## config.mk

```make
export PLATFORM = sky130hd
export DESIGN_NAME = mem_port_arbiter
export DESIGN_NICKNAME = d
export VERILOG_FILES = /design/src/rtl/mem_port_arbiter.sv
export SDC_FILE = /design/constraint.sdc
export NUM_CORES = 1
export LEC_CHECK = 0
export CAP_MARGIN = 10
export CORE_MARGIN = 1.5
export CORE_UTILIZATION = 42
export CTS_BUF_LIST = sky130_fd_sc_hd__clkbuf_2
export CTS_CLUSTER_SIZE = 8
export DETAILED_ROUTE_END_ITERATION = 7
export PLACE_DENSITY = 0.92
export SYNTH_ARGS = -nofsm -noshare
export SYNTH_HDL_FRONTEND = slang
export SYNTH_SLANG_ARGS = --single-unit
```

## constraint.sdc

```tcl
create_clock -name clk_i -period 2.33 [get_ports clk_i]
set_input_delay 0.233 -clock clk_i [delete_from_list [all_inputs] [get_ports clk_i]]
set_output_delay 0.233 -clock clk_i [all_outputs]
set_load 0.02 [all_outputs]
```

## src/rtl/mem_port_arbiter.sv

```systemverilog
// Single-port memory arbiter between IF fetch and MEM load/store; MEM has priority.
// Define ARB_TIMEOUT_EN for the ack-wait timeout with sticky err_o.
module mem_port_arbiter #(
  parameter int ADDR_W      = 32,
  parameter int DATA_W      = 32,
  parameter int TIMEOUT_CYC = 64
) (
  input  logic              clk_i,
  input  logic              rst_i,
  input  logic              if_req_i,
  input  logic [ADDR_W-1:0] if_addr_i,
  output logic [DATA_W-1:0] if_rdata_o,
  output logic              if_ready_o,
  input  logic              dm_req_i,
  input  logic              dm_we_i,
  input  logic [ADDR_W-1:0] dm_addr_i,
  input  logic [DATA_W-1:0] dm_wdata_i,
  output logic [DATA_W-1:0] dm_rdata_o,
  output logic              dm_ready_o,
  output logic              mem_req_o,
  output logic              mem_we_o,
  output logic [ADDR_W-1:0] mem_addr_o,
  output logic [DATA_W-1:0] mem_wdata_o,
  input  logic [DATA_W-1:0] mem_rdata_i,
  input  logic              mem_ack_i,
  output logic              pc_stall_o,
  output logic              if_id_hold_o,
  output logic              pipe_stall_o,
  output logic              err_o
);

  // state   | meaning
  // IDLE    | no access outstanding, arbitrate pending requests
  // IF_BUSY | fetch issued to memory, waiting for ack
  // DM_BUSY | load/store issued to memory, waiting for ack
  typedef enum logic [1:0] {IDLE, IF_BUSY, DM_BUSY} state_t;

  state_t state;
  logic   if_pend;
  logic   dm_pend;
  logic   timeout;

  // The ready term masks the request being retired this cycle.
  assign dm_pend      = dm_req_i & ~dm_ready_o;
  assign if_pend      = if_req_i & ~if_ready_o;
  assign pipe_stall_o = dm_pend;
  assign pc_stall_o   = dm_pend | if_pend;
  assign if_id_hold_o = pc_stall_o;

`ifdef ARB_TIMEOUT_EN
  localparam logic [7:0] TMO_LAST = 8'(TIMEOUT_CYC - 1);
  logic [7:0] wait_cnt;

  assign timeout = (state != IDLE) && !mem_ack_i && (wait_cnt == TMO_LAST);

  always_ff @(posedge clk_i or negedge rst_i) begin
    if (!rst_i) begin
      wait_cnt <= '0;
      err_o    <= 1'b0;
    end else begin
      if (state == IDLE) begin
        wait_cnt <= '0;
      end else if (!mem_ack_i) begin
        wait_cnt <= wait_cnt + 8'd1;
        if (timeout) err_o <= 1'b1;
      end
    end
  end
`else
  assign timeout = 1'b0;
  assign err_o   = 1'b0;
`endif

  always_ff @(posedge clk_i or negedge rst_i) begin
    if (!rst_i) begin
      state       <= IDLE;
      mem_req_o   <= 1'b0;
      mem_we_o    <= 1'b0;
      mem_addr_o  <= '0;
      mem_wdata_o <= '0;
      if_rdata_o  <= '0;
      if_ready_o  <= 1'b0;
      dm_rdata_o  <= '0;
      dm_ready_o  <= 1'b0;
    end else begin
      if_ready_o <= 1'b0;
      dm_ready_o <= 1'b0;
      case (state)
        IDLE: begin
          if (dm_pend) begin
            mem_req_o   <= 1'b1;
            mem_we_o    <= dm_we_i;
            mem_addr_o  <= dm_addr_i;
            mem_wdata_o <= dm_wdata_i;
            state       <= DM_BUSY;
          end else if (if_pend) begin
            mem_req_o  <= 1'b1;
            mem_we_o   <= 1'b0;
            mem_addr_o <= if_addr_i;
            state      <= IF_BUSY;
          end
        end
        IF_BUSY: begin
          if (mem_ack_i || timeout) begin
            mem_req_o  <= 1'b0;
            if_rdata_o <= mem_ack_i ? mem_rdata_i : '1;
            if_ready_o <= 1'b1;
            state      <= IDLE;
          end
        end
        DM_BUSY: begin
          if (mem_ack_i || timeout) begin
            mem_req_o <= 1'b0;
            if (!mem_ack_i) dm_rdata_o <= '1;
            else if (!mem_we_o) dm_rdata_o <= mem_rdata_i;
            dm_ready_o <= 1'b1;
            state      <= IDLE;
          end
        end
        default: state <= IDLE;
      endcase
    end
  end

endmodule

```

==> results.yml, run 1 <==
logic_synthesis:
  avgSynthCellArea_sq_um: 16.4
  synth_ff_type: "dfrtp_1"
  synth_enable_flop_cells: 0
  synth_top_area_frac: 0.596
  async_reset_ff_frac: 1.00
  yosysMostFrequentCell: "dfrtp_1"
  synth-seq-cells: 134
  yosysTopAreaCell: "dfrtp_1"
  synthTopCellsByArea: "dfrtp_1 (60%), mux2_2 (25%), mux2_4 (9.3%)"
  synth_sequential_area_ratio: 0.596
  synth_cell_types: 25
  syn_nets: 481
  synth_warnings: 0
  netlist_area_sq_um: 5630
  synth_cells: 343
  synth_commonest_cells: "dfrtp_1 (134), mux2_2 (123), mux2_4 (35)"
worst_hold_path:
  hold_path_class: "in2async"
floorplan:
  dieWidth_um: 119
  initial_core_util: 0.428
  io_pins: 270
  dieArea_sq_um: 14100
  num_rows: 42
  die_y_um: 119
  core-area_sq_um: 13100
global_routing:
  grt_remaining_overflow: 0
  grt_max_degree: 50
  antenna_found_initial: 0
  grt_pass1_wl_mm: 22.8
  grt_pass1_vias: 4288
  grt_usage: 0.212
timing:
  max_freq_ghz: 0.478
  finalSetupViolations: 0
  skew_ps: 21.3
  hold_viol_final: 0
  rsz0062_at_grt: "no"
  hold_ws_ps: 116
  slew_violations: 0
  period_share: 0.899
  tns_ps: 0
  fin_crit_ps: 2090
pwr:
  p_leak_nw: 3.76
  p_per_area_nw_per_um2: 1350
  max-vdd-ir-drop_mv: 0.743
worst_setup_path:
  start_kind: "register"
  cp.arrival_ps: 1860
  crit_fanout: 6
  end_kind: "output port"
  path_class: "reg2out"
  required_ps: 2100
drt:
  viasPerCell: 4.82
  wire_per_inst_um: 18.1
  drt_first_pass_iters: 4
  routed_wl_mm: 14.7
  drc_errors: 0
  drt-initial-drc-count: 103
  vias: 3907
  postRouteAntennaNets: 0
clock_tree:
  cts.clk_slew.worst_paths_ps: 190
  ctsRootBufferMaster: "clkbuf_2"
  numClockSinks: 134
  cts_tree: "done"
  htree_levels: 4
  clockBufferDepth: 2
  cts_buffers: 17
  postCtsSetupRepairBufs: 0
  insertion_delay_ps: 680
layout:
  final_area_sq_um: 8740
  drive_above_1_share: 0.312
  fillers: 961
  area_growth_pct: 55.3
  fin_util: 0.665
  nets: 760
  n_antenna_cell: 0
placement:
  place_area_sq_um: 8520
  dp_hpwl_mm: 10.7
  gp_congestion: 0.773
  port_buffers: 268
status:
  status: "finished clean"
job:
  maxCapViolations: 0
## path summary, 6_finish.rpt
| check | startpoint | to | slack [ps] | depth (start not counted) |
|---|---|---|---|---|
| worst max register to register | state[1]$_DFFE_PN0P_ | mem_addr_o[0]$_DFFE_PN0P_ | 500 | 5 |
| worst min-delay path | rst_i | mem_addr_o[14]$_DFFE_PN0P_ | 120 | 3 |
| worst max-delay path | if_ready_o$_DFF_PN0_ | if_id_hold_o | 240 | 3 |
| min in group clk_i | dm_wdata_i[31] | mem_wdata_o[31]$_DFFE_PN0P_ | 150 | 2 |
| max in group asynchronous | rst_i | if_rdata_o[3]$_DFFE_PN0P_ | 1980 | 3 |
| worst min register to register | if_rdata_o[1]$_DFFE_PN0P_ | if_rdata_o[1]$_DFFE_PN0P_ | 530 | 1 |
## routing by layer
layer / vias up / share of wire / wire length [um] / GRT usage
li1: 1781 / - / - / -
met1: 1932 / 0.37 / 5490 / 0.221
met2: 177 / 0.52 / 7550 / 0.380
met3: 17 / 0.093 / 1360 / 0.0893
met4: 0 / 0.017 / 248 / 0.0791
met5: - / 0 / 0 / 0
## power by group
part / internal (mW) / total, mW / switching [mW]
Sequential: 3.49 / 4.13 / 0.647
Clock: 0.364 / 1.16 / 0.794
Combinational: 3.61 / 6.55 / 2.94
## registers in the layout, summed over array words and instances (netlist names)
register,cells
dm_rdata_o,32
if_rdata_o,32
mem_addr_o,32
mem_wdata_o,32
state,2
dm_ready_o,1
if_ready_o,1
mem_req_o,1
mem_we_o,1
## cell usage in the layout, fill, tap and decap left out, drive strengths merged, types with 2 or more instances in the layout
cell	instances
dfrtp	134
clkinvlp	2
o21ai	2
dlygate4sd2	2
ha	4
clkdlybuf4s50	264
nand2	4
buf	10
nand2b	2
clkinv	10
clkbuf	20
mux2	160
inv	6
nand3	2
## stage by stage
stage,power (mW),instances,worst slack (ps)
floorplan,7.58,343,700
global placement,10.5,777,368
detailed placement,10.8,777,341
CTS,12.0,811,25.3
global route,12.4,811,38.8
finish,11.8,811,236
## cell families after synthesis
group / count (synthesis) / synth area share
compound gates: 8 / 0.0118
fa+ha+maj: 4 / 0.00889
buf+inv: 24 / 0.0276
flops: 134 / 0.596
mux: 160 / 0.343
other cells: 1 / 0.000666
simple gates: 12 / 0.0120
## cell type report
class                           count  area (sq um)  share of cell area
Clock buffer                       19          95.1              0.0109
Clock inverter                     13          90.1              0.0103
Inverter                            6          22.5             0.00258
Multi-Input combinational cell    185          2120               0.243
Sequential cell                   134          3350               0.384
Tap cell                          176           220              0.0252
Timing Repair Buffer              278          2840               0.325
## critical path: stages (launching register included)
cell and delay, ps:
dfrtp_1 420, nand2b_2 270, nand2_1 130, dlygate4sd2_1 360
## timing repair
item                       CTS  global route
hold endpoints to repair   134             0
gates resized for setup      3             3
setup endpoints to repair    3             2
hold buffers                 2             0
Power figures use the tool's default switching activity.
==> inputs of run 2 (changes only) <==
--- a/config.mk
+++ b/config.mk
@@ -12,6 +12,7 @@
 export CTS_CLUSTER_SIZE = 8
 export DETAILED_ROUTE_END_ITERATION = 7
 export PLACE_DENSITY = 0.92
+export REMOVE_ABC_BUFFERS = 1
 export SYNTH_ARGS = -nofsm -noshare
 export SYNTH_HDL_FRONTEND = slang
 export SYNTH_SLANG_ARGS = --single-unit
==> run 2 against run 1 <==
  * Non-clock buffer count stayed put
  * Combinational power hardly changed
  * Utilization is 0.45 points higher
  * Critical path depth stayed put
  * Worst setup slack worse by 10 ps
  * Count of clock-buffer cells in the layout stayed put
  * Power is 1.3% higher
  * Sequential cell count stayed put
  * Sequential power hardly changed
  * Worst hold slack better by 43 ps
  * Global-route usage is 0.12 points higher
  * Critical path type unchanged
  * Critical endpoint is now pc_stall_o
  * Largest power group unchanged
==> results.yml, run 2 (synthesis gave the netlist of run 1 again) <==
placement:
  gp_congestion: 0.768
  dp_hpwl_mm: 10.5
  port_buffers: 268
clock_tree:
  cts_buffers: 17
  cts.clk_slew.worst_paths_ps: 200
  cts_tree: "done"
  clockBufferDepth: 2
  numClockSinks: 134
  htree_levels: 4
  insertion_delay_ps: 670
  ctsRootBufferMaster: "clkbuf_2"
  postCtsSetupRepairBufs: 0
worst_setup_path:
  crit_path_top_delay_cell: "dfrtp_1"
  required_ps: 2100
  reg2reg_slack_ps: 500
  slowest_delay_ps: 420
  end_kind: "output port"
  r2r_end: "mem_addr_o[31]$_DFFE_PN0P_"
  path_class: "reg2out"
  ff2ff_path_depth: 5
  cp.arrival_ps: 1870
  start_kind: "register"
  cp_cell_sequence: "nand2b_1, nand2_1, dlygate4sd2_1"
  crit_fanout: 6
  r2r-start: "state[1]$_DFFE_PN0P_"
  crit_end: "pc_stall_o"
  startpoint: "if_ready_o$_DFF_PN0_"
global_routing:
  grt_remaining_overflow: 0
  grt.met1_usage: 0.237
  grt_pass1_wl_mm: 23.0
  antenna_found_initial: 0
  grt_max_degree: 46
  grt_pass1_vias: 4372
  met3_usage: 0.0840
  grt_usage: 0.214
  grt.met2_usage: 0.368
  top_usage_layer: "met2"
layout:
  n_antenna_cell: 0
  area_growth_pct: 56.3
  final_common_cell: "clkdlybuf4s50_1"
  final_cell_mix: "clkdlybuf4s50_1 (264), dfrtp_1 (134), mux2_2 (123)"
  nets: 760
  drive_above_1_share: 0.315
  fillers: 916
drt:
  routed_wl_mm: 14.4
  viasPerCell: 4.77
  drc_errors: 0
  vias: 3872
  wire_per_inst_um: 17.8
  drt-initial-drc-count: 183
  postRouteAntennaNets: 0
  drt_first_pass_iters: 4
job:
  maxCapViolations: 0
timing:
  hold_viol_final: 0
  finalSetupViolations: 0
  skew_ps: 26.2
  max_freq_ghz: 0.475
  slew_violations: 0
  fin_crit_ps: 2100
  period_share: 0.903
  rsz0062_at_grt: "no"
  tns_ps: 0
floorplan:
  dieArea_sq_um: 14100
  dieWidth_um: 119
  io_pins: 270
  core-area_sq_um: 13100
  die_y_um: 119
  num_rows: 42
  initial_core_util: 0.428
pwr:
  max-vdd-ir-drop_mv: 0.797
  p_leak_nw: 3.77
  power_mw: 12.0
  p_per_area_nw_per_um2: 1360
status:
  status: "finished clean"
worst_hold_path:
  hold_path_class: "in2reg"
-- run 2: worst min path at each step --
stage                   startpoint  cells past startpoint                     endpoint
finish               dm_wdata_i[6]                      2   mem_wdata_o[6]$_DFFE_PN0P_
global route        dm_wdata_i[28]                      2  mem_wdata_o[28]$_DFFE_PN0P_
CTS                 dm_wdata_i[21]                      2  mem_wdata_o[21]$_DFFE_PN0P_
detailed placement           rst_i                      1   dm_rdata_o[17]$_DFFE_PN0P_
global placement             rst_i                      1   if_rdata_o[17]$_DFFE_PN0P_
floorplan                    rst_i                      0    dm_rdata_o[0]$_DFFE_PN0P_
-- run 2: layout make-up --
class                   instances  area [sq um]  share of cell area
clock inverters                13           133              0.0151
multi-input cells             185          2120               0.241
clock buffers                  19          95.1              0.0108
well taps                     176           220              0.0250
inverters                       6          22.5             0.00256
repair buffers                278          2860               0.324
flip-flops and latches        134          3350               0.381
-- run 2: metal layers --
| metal | vias up | routed length, um |
|---|---|---|
| met5 | - | 0 |
| met4 | 0 | 357 |
| met3 | 26 | 1140 |
| met2 | 183 | 7400 |
| met1 | 1892 | 5540 |
| li1 | 1771 | - |
-- run 2: per-stage QoR --
step                hold WS, ps  std cells  utilization  setup slack [ps]  cell area, sq um
CTS                        74.4        811        0.670               107              8800
detailed placement          212        776        0.649               405              8530
floorplan                 -62.6        325            -              -126              5500
finish                      159        811        0.670               226              8800
global route               26.6        811        0.670              7.13              8800
global placement            199        776        0.649               429              8530
-- run 2: report_power, final --
group          internal [mW]  switching [mW]
Combinational           3.62            2.93
Clock                  0.490           0.843
Sequential              3.49           0.628
Total                   7.59            4.40
-- run 2: critical path: cells and delay by family, from the launching register on --
family | cells | cell delay [ps]
DFF | 1 | 420
buffers and inverters | 1 | 350
and+or+nand+nor | 2 | 440
-- run 2: repair_timing --
action,4_1_cts,5_1_grt
gates resized for setup,3,0
hold buffers,3,0
endpoints found under the hold margin,134,0
setup endpoints to repair,3,0
